**config.mk**
```make
export PLATFORM = sky130hd
export DESIGN_NAME = decode_stage
export DESIGN_NICKNAME = d
export VERILOG_FILES = /design/src/rtl/rv_decode_pkg.sv /design/src/rtl/decode_stage_imm_gen.sv /design/src/rtl/decode_stage.sv
export SDC_FILE = /design/constraint.sdc
export NUM_CORES = 1
export LEC_CHECK = 0
export CAP_MARGIN = 20
export CORE_MARGIN = 5
export CORE_UTILIZATION = 30
export DETAILED_ROUTE_END_ITERATION = 7
export DONT_BUFFER_PORTS = 1
export HOLD_SLACK_MARGIN = 0.12
export PLACE_DENSITY = 0.46
export SETUP_SLACK_MARGIN = 0.3
export SYNTH_ARGS = -nofsm -noshare
export SYNTH_HDL_FRONTEND = slang
export SYNTH_SLANG_ARGS = --single-unit
```
**constraint.sdc**
```tcl
create_clock -name clk -period 14.1 [get_ports clk]
set_input_delay 2.82 -clock clk [delete_from_list [all_inputs] [get_ports clk]]
set_output_delay 2.82 -clock clk [all_outputs]
set_load 0.01 [all_outputs]
```
**src/rtl/rv_decode_pkg.sv**
```systemverilog
// Shared RV32I decode definitions: opcode/funct constants, ALU operation
// and result-class enums, NOP encodings and the x0 register index.
// Ports: none (package).
package rv_decode_pkg;

  // Major opcodes (inst[6:0])
  localparam logic [6:0] OpcLui    = 7'b0110111;
  localparam logic [6:0] OpcAuipc  = 7'b0010111;
  localparam logic [6:0] OpcJal    = 7'b1101111;
  localparam logic [6:0] OpcJalr   = 7'b1100111;
  localparam logic [6:0] OpcBranch = 7'b1100011;
  localparam logic [6:0] OpcLoad   = 7'b0000011;
  localparam logic [6:0] OpcStore  = 7'b0100011;
  localparam logic [6:0] OpcOpImm  = 7'b0010011;
  localparam logic [6:0] OpcOp     = 7'b0110011;

  // Branch funct3
  localparam logic [2:0] F3Beq  = 3'b000;
  localparam logic [2:0] F3Bne  = 3'b001;
  localparam logic [2:0] F3Blt  = 3'b100;
  localparam logic [2:0] F3Bge  = 3'b101;
  localparam logic [2:0] F3Bltu = 3'b110;
  localparam logic [2:0] F3Bgeu = 3'b111;

  // Load / store funct3
  localparam logic [2:0] F3Lb  = 3'b000;
  localparam logic [2:0] F3Lh  = 3'b001;
  localparam logic [2:0] F3Lw  = 3'b010;
  localparam logic [2:0] F3Lbu = 3'b100;
  localparam logic [2:0] F3Lhu = 3'b101;
  localparam logic [2:0] F3Sb  = 3'b000;
  localparam logic [2:0] F3Sh  = 3'b001;
  localparam logic [2:0] F3Sw  = 3'b010;

  // ALU funct3
  localparam logic [2:0] F3AddSub = 3'b000;
  localparam logic [2:0] F3Sll    = 3'b001;
  localparam logic [2:0] F3Slt    = 3'b010;
  localparam logic [2:0] F3Sltu   = 3'b011;
  localparam logic [2:0] F3Xor    = 3'b100;
  localparam logic [2:0] F3SrlSra = 3'b101;
  localparam logic [2:0] F3Or     = 3'b110;
  localparam logic [2:0] F3And    = 3'b111;

  // funct7
  localparam logic [6:0] F7Base = 7'b0000000;
  localparam logic [6:0] F7Alt  = 7'b0100000;

  localparam logic [4:0]  RegX0   = 5'd0;
  localparam logic [31:0] InstNop = 32'h0000_0013;  // addi x0,x0,0

  typedef enum logic [5:0] {
    AluNop   = 6'd0,
    AluAdd   = 6'd1,
    AluSub   = 6'd2,
    AluSll   = 6'd3,
    AluSlt   = 6'd4,
    AluSltu  = 6'd5,
    AluXor   = 6'd6,
    AluSrl   = 6'd7,
    AluSra   = 6'd8,
    AluOr    = 6'd9,
    AluAnd   = 6'd10,
    AluLui   = 6'd11,
    AluAuipc = 6'd12,
    AluJal   = 6'd13,
    AluJalr  = 6'd14,
    AluBeq   = 6'd15,
    AluBne   = 6'd16,
    AluBlt   = 6'd17,
    AluBge   = 6'd18,
    AluBltu  = 6'd19,
    AluBgeu  = 6'd20,
    AluLb    = 6'd21,
    AluLh    = 6'd22,
    AluLw    = 6'd23,
    AluLbu   = 6'd24,
    AluLhu   = 6'd25,
    AluSb    = 6'd26,
    AluSh    = 6'd27,
    AluSw    = 6'd28
  } aluop_e;

  typedef enum logic [2:0] {
    SelNop    = 3'd0,
    SelArith  = 3'd1,
    SelLogic  = 3'd2,
    SelShift  = 3'd3,
    SelJump   = 3'd4,
    SelBranch = 3'd5,
    SelLoad   = 3'd6,
    SelStore  = 3'd7
  } alusel_e;

  // Result class of an operation; LUI/AUIPC count as arithmetic.
  function automatic alusel_e alu_class(aluop_e op);
    case (op)
      AluAdd, AluSub, AluSlt, AluSltu, AluLui, AluAuipc: alu_class = SelArith;
      AluXor, AluOr, AluAnd:                             alu_class = SelLogic;
      AluSll, AluSrl, AluSra:                            alu_class = SelShift;
      AluJal, AluJalr:                                   alu_class = SelJump;
      AluBeq, AluBne, AluBlt, AluBge, AluBltu, AluBgeu:  alu_class = SelBranch;
      AluLb, AluLh, AluLw, AluLbu, AluLhu:               alu_class = SelLoad;
      AluSb, AluSh, AluSw:                               alu_class = SelStore;
      default:                                           alu_class = SelNop;
    endcase
  endfunction

endpackage

```
**src/rtl/decode_stage_imm_gen.sv**
```systemverilog
// rv_imm_gen: combinational RV32I immediate generator.
// All immediate formats are sign-extended from inst[31] to XLEN.
// Ports:
//   i_inst   instruction bits [31:7] (opcode field not needed)
//   o_imm_i/s/b/u/j  sign-extended immediates for each format
module rv_imm_gen #(
  parameter int unsigned XLEN = 32
) (
  input  logic [31:7]     i_inst,
  output logic [XLEN-1:0] o_imm_i,
  output logic [XLEN-1:0] o_imm_s,
  output logic [XLEN-1:0] o_imm_b,
  output logic [XLEN-1:0] o_imm_u,
  output logic [XLEN-1:0] o_imm_j
);

  logic [31:0] w_i, w_s, w_b, w_u, w_j;

  assign w_i = {{20{i_inst[31]}}, i_inst[31:20]};
  assign w_s = {{20{i_inst[31]}}, i_inst[31:25], i_inst[11:7]};
  assign w_b = {{19{i_inst[31]}}, i_inst[31], i_inst[7], i_inst[30:25], i_inst[11:8], 1'b0};
  assign w_u = {i_inst[31:12], 12'b0};
  assign w_j = {{11{i_inst[31]}}, i_inst[31], i_inst[19:12], i_inst[20], i_inst[30:21], 1'b0};

  assign o_imm_i = XLEN'($signed(w_i));
  assign o_imm_s = XLEN'($signed(w_s));
  assign o_imm_b = XLEN'($signed(w_b));
  assign o_imm_u = XLEN'($signed(w_u));
  assign o_imm_j = XLEN'($signed(w_j));

endmodule

```
**src/rtl/decode_stage.sv**
```systemverilog
// decode_stage: registered RV32I instruction-decode pipeline stage.
// Decodes one instruction per cycle, forwards operands from EX/MEM, stalls on
// load-use (or any RAW when forwarding is off), resolves jumps/branches and
// emits a one-cycle redirect pulse to fetch.
// Ports:
//   clk, rst (sync, active-high), flush (squash stage contents)
//   in_valid/in_ready/in_pc/in_inst     : IF/ID handshake
//   rs1_addr/rs2_addr, rs1_data/rs2_data: regfile read (combinational)
//   ex_*, mem_*                         : forwarding / hazard sources
//   out_valid/out_ready/out_*           : ID/EX handshake and decoded fields
//   br_valid/br_target                  : redirect to fetch
module decode_stage
  import rv_decode_pkg::*;
#(
  parameter int unsigned XLEN     = 32,
  parameter int unsigned ADDR_W   = 32,
  parameter int unsigned FWD_EN   = 1,
  parameter int unsigned BR_IN_ID = 1
) (
  input  logic              clk,
  input  logic              rst,
  input  logic              flush,
  input  logic              in_valid,
  output logic              in_ready,
  input  logic [ADDR_W-1:0] in_pc,
  input  logic [31:0]       in_inst,
  output logic [4:0]        rs1_addr,
  output logic [4:0]        rs2_addr,
  input  logic [XLEN-1:0]   rs1_data,
  input  logic [XLEN-1:0]   rs2_data,
  input  logic              ex_wen,
  input  logic [4:0]        ex_rd,
  input  logic              ex_is_load,
  input  logic [XLEN-1:0]   ex_result,
  input  logic              mem_wen,
  input  logic [4:0]        mem_rd,
  input  logic [XLEN-1:0]   mem_result,
  output logic              out_valid,
  input  logic              out_ready,
  output logic [5:0]        out_aluop,
  output logic [2:0]        out_alusel,
  output logic [XLEN-1:0]   out_op1,
  output logic [XLEN-1:0]   out_op2,
  output logic [XLEN-1:0]   out_imm,
  output logic [4:0]        out_rd,
  output logic              out_wreg,
  output logic [ADDR_W-1:0] out_pc,
  output logic [ADDR_W-1:0] out_link,
  output logic              out_illegal,
  output logic              br_valid,
  output logic [ADDR_W-1:0] br_target
);

  // Instruction fields
  logic [6:0] w_opcode, w_funct7;
  logic [2:0] w_funct3;
  logic [4:0] w_rs1, w_rs2;

  assign w_opcode = in_inst[6:0];
  assign w_funct3 = in_inst[14:12];
  assign w_funct7 = in_inst[31:25];
  assign w_rs1    = in_inst[19:15];
  assign w_rs2    = in_inst[24:20];
  assign rs1_addr = w_rs1;
  assign rs2_addr = w_rs2;

  logic [XLEN-1:0] w_imm_i, w_imm_s, w_imm_b, w_imm_u, w_imm_j;

  rv_imm_gen #(
    .XLEN (XLEN)
  ) u_imm_gen (
    .i_inst  (in_inst[31:7]),
    .o_imm_i (w_imm_i),
    .o_imm_s (w_imm_s),
    .o_imm_b (w_imm_b),
    .o_imm_u (w_imm_u),
    .o_imm_j (w_imm_j)
  );

  // ---------------------------------------------------------------------------
  // Decode
  // ---------------------------------------------------------------------------
  aluop_e          w_aluop;
  logic [XLEN-1:0] w_imm;
  logic            w_writes, w_use1, w_use2;
  logic            w_is_jal, w_is_jalr, w_is_br, w_illegal;

  always_comb begin
    w_aluop   = AluNop;
    w_imm     = '0;
    w_writes  = 1'b0;
    w_use1    = 1'b0;
    w_use2    = 1'b0;
    w_is_jal  = 1'b0;
    w_is_jalr = 1'b0;
    w_is_br   = 1'b0;
    w_illegal = 1'b0;
    case (w_opcode)
      OpcLui: begin
        w_aluop  = AluLui;
        w_imm    = w_imm_u;
        w_writes = 1'b1;
      end
      OpcAuipc: begin
        w_aluop  = AluAuipc;
        w_imm    = w_imm_u;
        w_writes = 1'b1;
      end
      OpcJal: begin
        w_aluop  = AluJal;
        w_imm    = w_imm_j;
        w_writes = 1'b1;
        w_is_jal = 1'b1;
      end
      OpcJalr: begin
        w_aluop   = AluJalr;
        w_imm     = w_imm_i;
        w_writes  = 1'b1;
        w_use1    = 1'b1;
        w_is_jalr = 1'b1;
        w_illegal = (w_funct3 != 3'b000);
      end
      OpcBranch: begin
        w_imm   = w_imm_b;
        w_use1  = 1'b1;
        w_use2  = 1'b1;
        w_is_br = 1'b1;
        case (w_funct3)
          F3Beq:   w_aluop = AluBeq;
          F3Bne:   w_aluop = AluBne;
          F3Blt:   w_aluop = AluBlt;
          F3Bge:   w_aluop = AluBge;
          F3Bltu:  w_aluop = AluBltu;
          F3Bgeu:  w_aluop = AluBgeu;
          default: w_illegal = 1'b1;
        endcase
      end
      OpcLoad: begin
        w_imm    = w_imm_i;
        w_writes = 1'b1;
        w_use1   = 1'b1;
        case (w_funct3)
          F3Lb:    w_aluop = AluLb;
          F3Lh:    w_aluop = AluLh;
          F3Lw:    w_aluop = AluLw;
          F3Lbu:   w_aluop = AluLbu;
          F3Lhu:   w_aluop = AluLhu;
          default: w_illegal = 1'b1;
        endcase
      end
      OpcStore: begin
        w_imm  = w_imm_s;
        w_use1 = 1'b1;
        w_use2 = 1'b1;
        case (w_funct3)
          F3Sb:    w_aluop = AluSb;
          F3Sh:    w_aluop = AluSh;
          F3Sw:    w_aluop = AluSw;
          default: w_illegal = 1'b1;
        endcase
      end
      OpcOpImm: begin
        w_imm    = w_imm_i;
        w_writes = 1'b1;
        w_use1   = 1'b1;
        case (w_funct3)
          F3AddSub: w_aluop = AluAdd;
          F3Slt:    w_aluop = AluSlt;
          F3Sltu:   w_aluop = AluSltu;
          F3Xor:    w_aluop = AluXor;
          F3Or:     w_aluop = AluOr;
          F3And:    w_aluop = AluAnd;
          F3Sll: begin
            if (w_funct7 == F7Base) w_aluop = AluSll;
            else                    w_illegal = 1'b1;
          end
          default: begin  // F3SrlSra
            if (w_funct7 == F7Base)     w_aluop = AluSrl;
            else if (w_funct7 == F7Alt) w_aluop = AluSra;
            else                        w_illegal = 1'b1;
          end
        endcase
      end
      OpcOp: begin
        w_writes = 1'b1;
        w_use1   = 1'b1;
        w_use2   = 1'b1;
        if (w_funct7 == F7Base) begin
          case (w_funct3)
            F3AddSub: w_aluop = AluAdd;
            F3Sll:    w_aluop = AluSll;
            F3Slt:    w_aluop = AluSlt;
            F3Sltu:   w_aluop = AluSltu;
            F3Xor:    w_aluop = AluXor;
            F3SrlSra: w_aluop = AluSrl;
            F3Or:     w_aluop = AluOr;
            default:  w_aluop = AluAnd;
          endcase
        end else if (w_funct7 == F7Alt && w_funct3 == F3AddSub) begin
          w_aluop = AluSub;
        end else if (w_funct7 == F7Alt && w_funct3 == F3SrlSra) begin
          w_aluop = AluSra;
        end else begin
          w_illegal = 1'b1;
        end
      end
      default: w_illegal = 1'b1;
    endcase

    // Illegal encodings become a NOP that only carries the illegal flag.
    if (w_illegal) begin
      w_aluop   = AluNop;
      w_imm     = '0;
      w_writes  = 1'b0;
      w_use1    = 1'b0;
      w_use2    = 1'b0;
      w_is_jal  = 1'b0;
      w_is_jalr = 1'b0;
      w_is_br   = 1'b0;
    end
  end

  logic [4:0] w_rd;
  logic       w_wreg;

  // Writes to x0 are dropped here so later stages never see a live x0 write.
  assign w_rd   = w_writes ? in_inst[11:7] : RegX0;
  assign w_wreg = w_writes && (w_rd != RegX0);

  // ---------------------------------------------------------------------------
  // Operand forwarding (EX over MEM over regfile; x0 always zero)
  // ---------------------------------------------------------------------------
  logic w_ex_hit1, w_ex_hit2, w_mem_hit1, w_mem_hit2;

  assign w_ex_hit1  = ex_wen  && (w_rs1 != RegX0) && (ex_rd  == w_rs1);
  assign w_ex_hit2  = ex_wen  && (w_rs2 != RegX0) && (ex_rd  == w_rs2);
  assign w_mem_hit1 = mem_wen && (w_rs1 != RegX0) && (mem_rd == w_rs1);
  assign w_mem_hit2 = mem_wen && (w_rs2 != RegX0) && (mem_rd == w_rs2);

  logic [XLEN-1:0] w_op1, w_op2;

  always_comb begin
    w_op1 = rs1_data;
    if (w_rs1 == RegX0)                                  w_op1 = '0;
    else if ((FWD_EN != 0) && w_ex_hit1 && !ex_is_load)  w_op1 = ex_result;
    else if ((FWD_EN != 0) && w_mem_hit1)                w_op1 = mem_result;

    w_op2 = rs2_data;
    if (w_rs2 == RegX0)                                  w_op2 = '0;
    else if ((FWD_EN != 0) && w_ex_hit2 && !ex_is_load)  w_op2 = ex_result;
    else if ((FWD_EN != 0) && w_mem_hit2)                w_op2 = mem_result;
  end

  // ---------------------------------------------------------------------------
  // Hazards
  // ---------------------------------------------------------------------------
  logic w_load_use, w_raw_nofwd, w_stall;

  assign w_load_use  = ex_is_load && ((w_use1 && w_ex_hit1) || (w_use2 && w_ex_hit2));
  assign w_raw_nofwd = (FWD_EN == 0) &&
                       ((w_use1 && (w_ex_hit1 || w_mem_hit1)) ||
                        (w_use2 && (w_ex_hit2 || w_mem_hit2)));
  assign w_stall     = w_load_use || w_raw_nofwd;

  // ---------------------------------------------------------------------------
  // Branch / jump resolution
  // ---------------------------------------------------------------------------
  logic              w_cond, w_taken;
  logic [XLEN-1:0]   w_jalr_sum;
  logic [ADDR_W-1:0] w_target;

  always_comb begin
    case (w_funct3)
      F3Beq:   w_cond = (w_op1 == w_op2);
      F3Bne:   w_cond = (w_op1 != w_op2);
      F3Blt:   w_cond = ($signed(w_op1) <  $signed(w_op2));
      F3Bge:   w_cond = ($signed(w_op1) >= $signed(w_op2));
      F3Bltu:  w_cond = (w_op1 <  w_op2);
      F3Bgeu:  w_cond = (w_op1 >= w_op2);
      default: w_cond = 1'b0;
    endcase
  end

  assign w_taken = (BR_IN_ID != 0) ? (w_is_jal || w_is_jalr || (w_is_br && w_cond))
                                   : w_is_jal;

  assign w_jalr_sum = w_op1 + w_imm_i;

  always_comb begin
    if (w_is_jal)       w_target = in_pc + w_imm_j[ADDR_W-1:0];
    else if (w_is_jalr) w_target = {w_jalr_sum[ADDR_W-1:1], 1'b0};
    else                w_target = in_pc + w_imm_b[ADDR_W-1:0];
  end

  // ---------------------------------------------------------------------------
  // Handshake and output register
  // ---------------------------------------------------------------------------
  logic w_in_ready, w_accept;

  logic              r_out_valid, r_wreg, r_illegal, r_br_valid;
  aluop_e            r_aluop;
  alusel_e           r_alusel;
  logic [XLEN-1:0]   r_op1, r_op2, r_imm;
  logic [4:0]        r_rd;
  logic [ADDR_W-1:0] r_pc, r_link, r_br_target;

  // flush and an outstanding redirect both block acceptance, so they also
  // override any stall without further qualification.
  assign w_in_ready = !rst && !flush && !r_br_valid && !w_stall && (!r_out_valid || out_ready);
  assign w_accept   = in_valid && w_in_ready;

  always_ff @(posedge clk) begin
    if (rst) begin
      r_out_valid <= 1'b0;
      r_aluop     <= AluNop;
      r_alusel    <= SelNop;
      r_op1       <= '0;
      r_op2       <= '0;
      r_imm       <= '0;
      r_rd        <= '0;
      r_wreg      <= 1'b0;
      r_pc        <= '0;
      r_link      <= '0;
      r_illegal   <= 1'b0;
      r_br_valid  <= 1'b0;
      r_br_target <= '0;
    end else begin
      r_br_valid <= w_accept && w_taken;
      if (w_accept) begin
        r_out_valid <= 1'b1;
        r_aluop     <= w_aluop;
        r_alusel    <= alu_class(w_aluop);
        r_op1       <= w_op1;
        r_op2       <= w_op2;
        r_imm       <= w_imm;
        r_rd        <= w_rd;
        r_wreg      <= w_wreg;
        r_pc        <= in_pc;
        r_link      <= in_pc + ADDR_W'(4);
        r_illegal   <= w_illegal;
        if (w_taken) r_br_target <= w_target;
      end else if (flush || out_ready) begin
        r_out_valid <= 1'b0;
      end
    end
  end

  assign in_ready    = w_in_ready;
  assign out_valid   = r_out_valid;
  assign out_aluop   = r_aluop;
  assign out_alusel  = r_alusel;
  assign out_op1     = r_op1;
  assign out_op2     = r_op2;
  assign out_imm     = r_imm;
  assign out_rd      = r_rd;
  assign out_wreg    = r_wreg;
  assign out_pc      = r_pc;
  assign out_link    = r_link;
  assign out_illegal = r_illegal;
  assign br_valid    = r_br_valid;
  assign br_target   = r_br_target;

endmodule

```
==> results.py <==
metrics = {
    "synthesis": {
        "synth_area_mm2": 0.0163,
        "netlist_top_cells_area": "dfxtp_1 25%, ha_1 8.6%, a21oi_1 8.0%",
        "syn_inst": 2231,
        "synth_edf_count": 0,
        "async_flop_share_pct": 0,
        "synth_largest_area_cell": "dfxtp_1",
        "synth_area_per_cell_um2": 7.32,
        "synth-warning-count": 0,
        "ys_seq_area_share_pct": 25.4,
        "synth_top_area_share_pct": 25.4,
        "ys.flop_type": "dfxtp_1",
        "ys_seq_elements": 207,
        "syn_nets": 2556,
        "synth.distinct_cells": 83,
    },
    "cts": {
        "clkSlewWorstSetupHoldPaths_ps": 60,
        "cts_tree": "yes",
        "postCtsHoldBufs": 0,
        "clock_sinks": 207,
        "htreeDepth": 1,
        "cts_resized": 0,
        "cts_buffer_depth": 3,
        "clock_latency_ps": 580,
        "numCtsBuffers": 27,
        "cts-root-buf": "clkbuf_16",
        "post_cts_buffers": 0,
    },
    "sta": {
        "hold_ws_ps": 498,
        "clock.fmax_mhz": 121,
        "setup_ws_ps": 5840,
        "hold_violations": 0,
        "period_share_pct": 58.6,
        "final.setup.tns_ps": 0,
        "rsz0062_at_grt": "false",
        "relSlewSlack_pct": 32.0,
        "setup_violations": 0,
        "finalClockSkew_ps": 37.1,
        "worst_pin_slew_ps": 1010,
        "finalMaxSlewViolations": 0,
        "min_period_ps": 8260,
    },
    "layout": {
        "area_growth_pct": 8.05,
        "final_cells": 2842,
        "layout-drive-gt1-share_pct": 4.62,
        "final_common_cell": "nand2_1",
        "multi_input_area_mm2": 0.0114,
        "final.fill_count": 5844,
        "layout_common_cells": "303 x nand2_1, 262 x nor2_1, 262 x a21oi_1, 207 x dfxtp_1, 112 x ha_1",
        "layout.nets": 2451,
        "seq_area_mm2": 0.00414,
    },
    "route": {
        "via_per_inst": 5.72,
        "firstDrtPassIters": 5,
        "postRouteAntennaNets": 0,
        "wl_mm": 71.2,
        "routedWlPerCell_um": 25.1,
        "first_iter_violations": 1064,
        "drc_errors": 0,
        "num_vias": 16253,
    },
    "setup_path": {
        "worstSetupEndpointType": "flip-flop",
        "crit_arrival_ps": 8740,
        "startpoint_type": "input port",
        "worstSetupPathType": "in2reg",
        "r2r_slack_ps": 10460,
        "crit_fanout": 31,
        "critPathRequiredTime_ps": 14580,
    },
    "placed_design": {
        "gp_congestion": 0.886,
        "dp_slack_ps": 5290,
        "dp_hpwl_mm": 54.9,
        "numPlacedInstances": 2793,
        "portBuffers": 0,
    },
    "flow_run": {
        "maxCapViolations": 0,
    },
    "global_routing": {
        "overflow": 0,
        "grt_max_degree": 208,
        "grt.total_usage_pct": 22.5,
        "grt_pass1_wl_mm": 104,
        "antenna_found_initial": 1,
        "grt_pass1_vias": 15392,
    },
    "floorplan": {
        "initial_core_util_pct": 30.3,
        "die_w_um": 243,
        "core_mm2": 0.0539,
        "core.rowCount": 85,
        "ios": 431,
        "dieArea_mm2": 0.0592,
        "die_y_um": 243,
    },
    "hold_path": {
        "hold_class": "reg2reg",
    },
    "outcome": {
        "outcome": "complete, no violations",
    },
    "power": {
        "powerDensity_mw_per_mm2": 98.2,
        "max-vdd-ir-drop_mv": 0.0793,
        "p_leak_nw": 6.45,
    },
}
==> state kept, by name, summed over array words and instances (netlist names), 3 cells and up <==
register    flops
out_aluop       5
br_target      32
out_imm        32
out_alusel      3
out_link       30
out_op1        32
out_op2        32
out_pc         32
out_rd          5
==> logic make-up after synthesis <==
kind of cell,after synthesis,synth area share (%)
fa+ha+maj,115,8.94
buf+inv,205,5.23
flops,207,25.4
simple gates,820,22.2
compound gates,717,28.8
mux,70,4.29
xor+xnor,96,5.15
other cells,1,0.0229
==> final cells by class <==
type	count	area share (%)
Antenna cell	1	0.0142
Clock buffer	35	4.11
Clock inverter	13	1.02
Inverter	52	1.11
Multi-Input combinational cell	1819	64.5
Sequential cell	207	23.5
Tap cell	696	4.93
Timing Repair Buffer	19	0.850
==> Yosys cell counts (14+ instances only) <==
cell and number:
ha_1 112, or3_1 14, nand2_1 304, a31oi_1 21, a21oi_1 262, and3_1 16, and2_1 14, nand2b_1 17
mux2i_1 70, nand3_1 55, nand4_1 21, o21ai_0 84, nor2_1 264, dfxtp_1 207, clkbuf_1 122, buf_4 18
a21o_1 59, xor2_1 42, xnor2_1 54, inv_1 52, nor3_1 63, a211oi_1 100, o211ai_1 40
==> per-stage QoR <==
step	power, W	utilization [%]	cell area, um2
global route	0.00182	32.7	17700
floorplan	0.000930	-	16300
finish	0.00173	32.7	17700
global placement	0.00102	31.0	16700
detailed placement	0.00102	31.1	16700
CTS	0.00176	32.7	17700
==> power by group <==
group	leakage (nW)	internal (W)	switching [W]	total, W
registers	1.68	0.000600	0.0000191	0.000619
logic	4.32	0.000150	0.000240	0.000391
clock network	0.448	0.000436	0.000288	0.000724
==> worst max-delay path: stages <==
cell and delay (ps):
or4_1 570, o211ai_2 330, nor2_4 70, buf_4 300
mux2i_1 190, a211oi_1 840, ha_1 290, nand2_1 70
nor4_1 350, nand4_1 240, or2_2 360, o32ai_2 530
nor3_1 140, o41a_1 490, o41ai_4 340, buf_4 380
o21a_1 170, o2111ai_1 110, o21ai_1 110
==> layer usage <==
layer  part of all wire, %  track usage, %  routed length, um
met1                    42            28.2              29900
met2                    48            38.8              34000
met3                   8.2            6.29               5820
met4                   2.1            4.86               1510
met5                     0               0                  0
==> worst paths after layout <==
| check | startpoint | endpoint | cells after the start |
|---|---|---|---|
| hold reg to reg | out_pc[29]$_SDFFE_PP0P_ | out_pc[29]$_SDFFE_PP0P_ | 2 |
| hold / removal | out_pc[29]$_SDFFE_PP0P_ | out_pc[29]$_SDFFE_PP0P_ | 2 |
| setup reg to reg | out_valid$_SDFFE_PP0P_ | out_op2[29]$_SDFFE_PP0P_ | 10 |
| setup / recovery | in_inst[15] | br_target[31]$_SDFFE_PP0P_ | 19 |
Note: power is estimated with default switching activity, not from simulation.
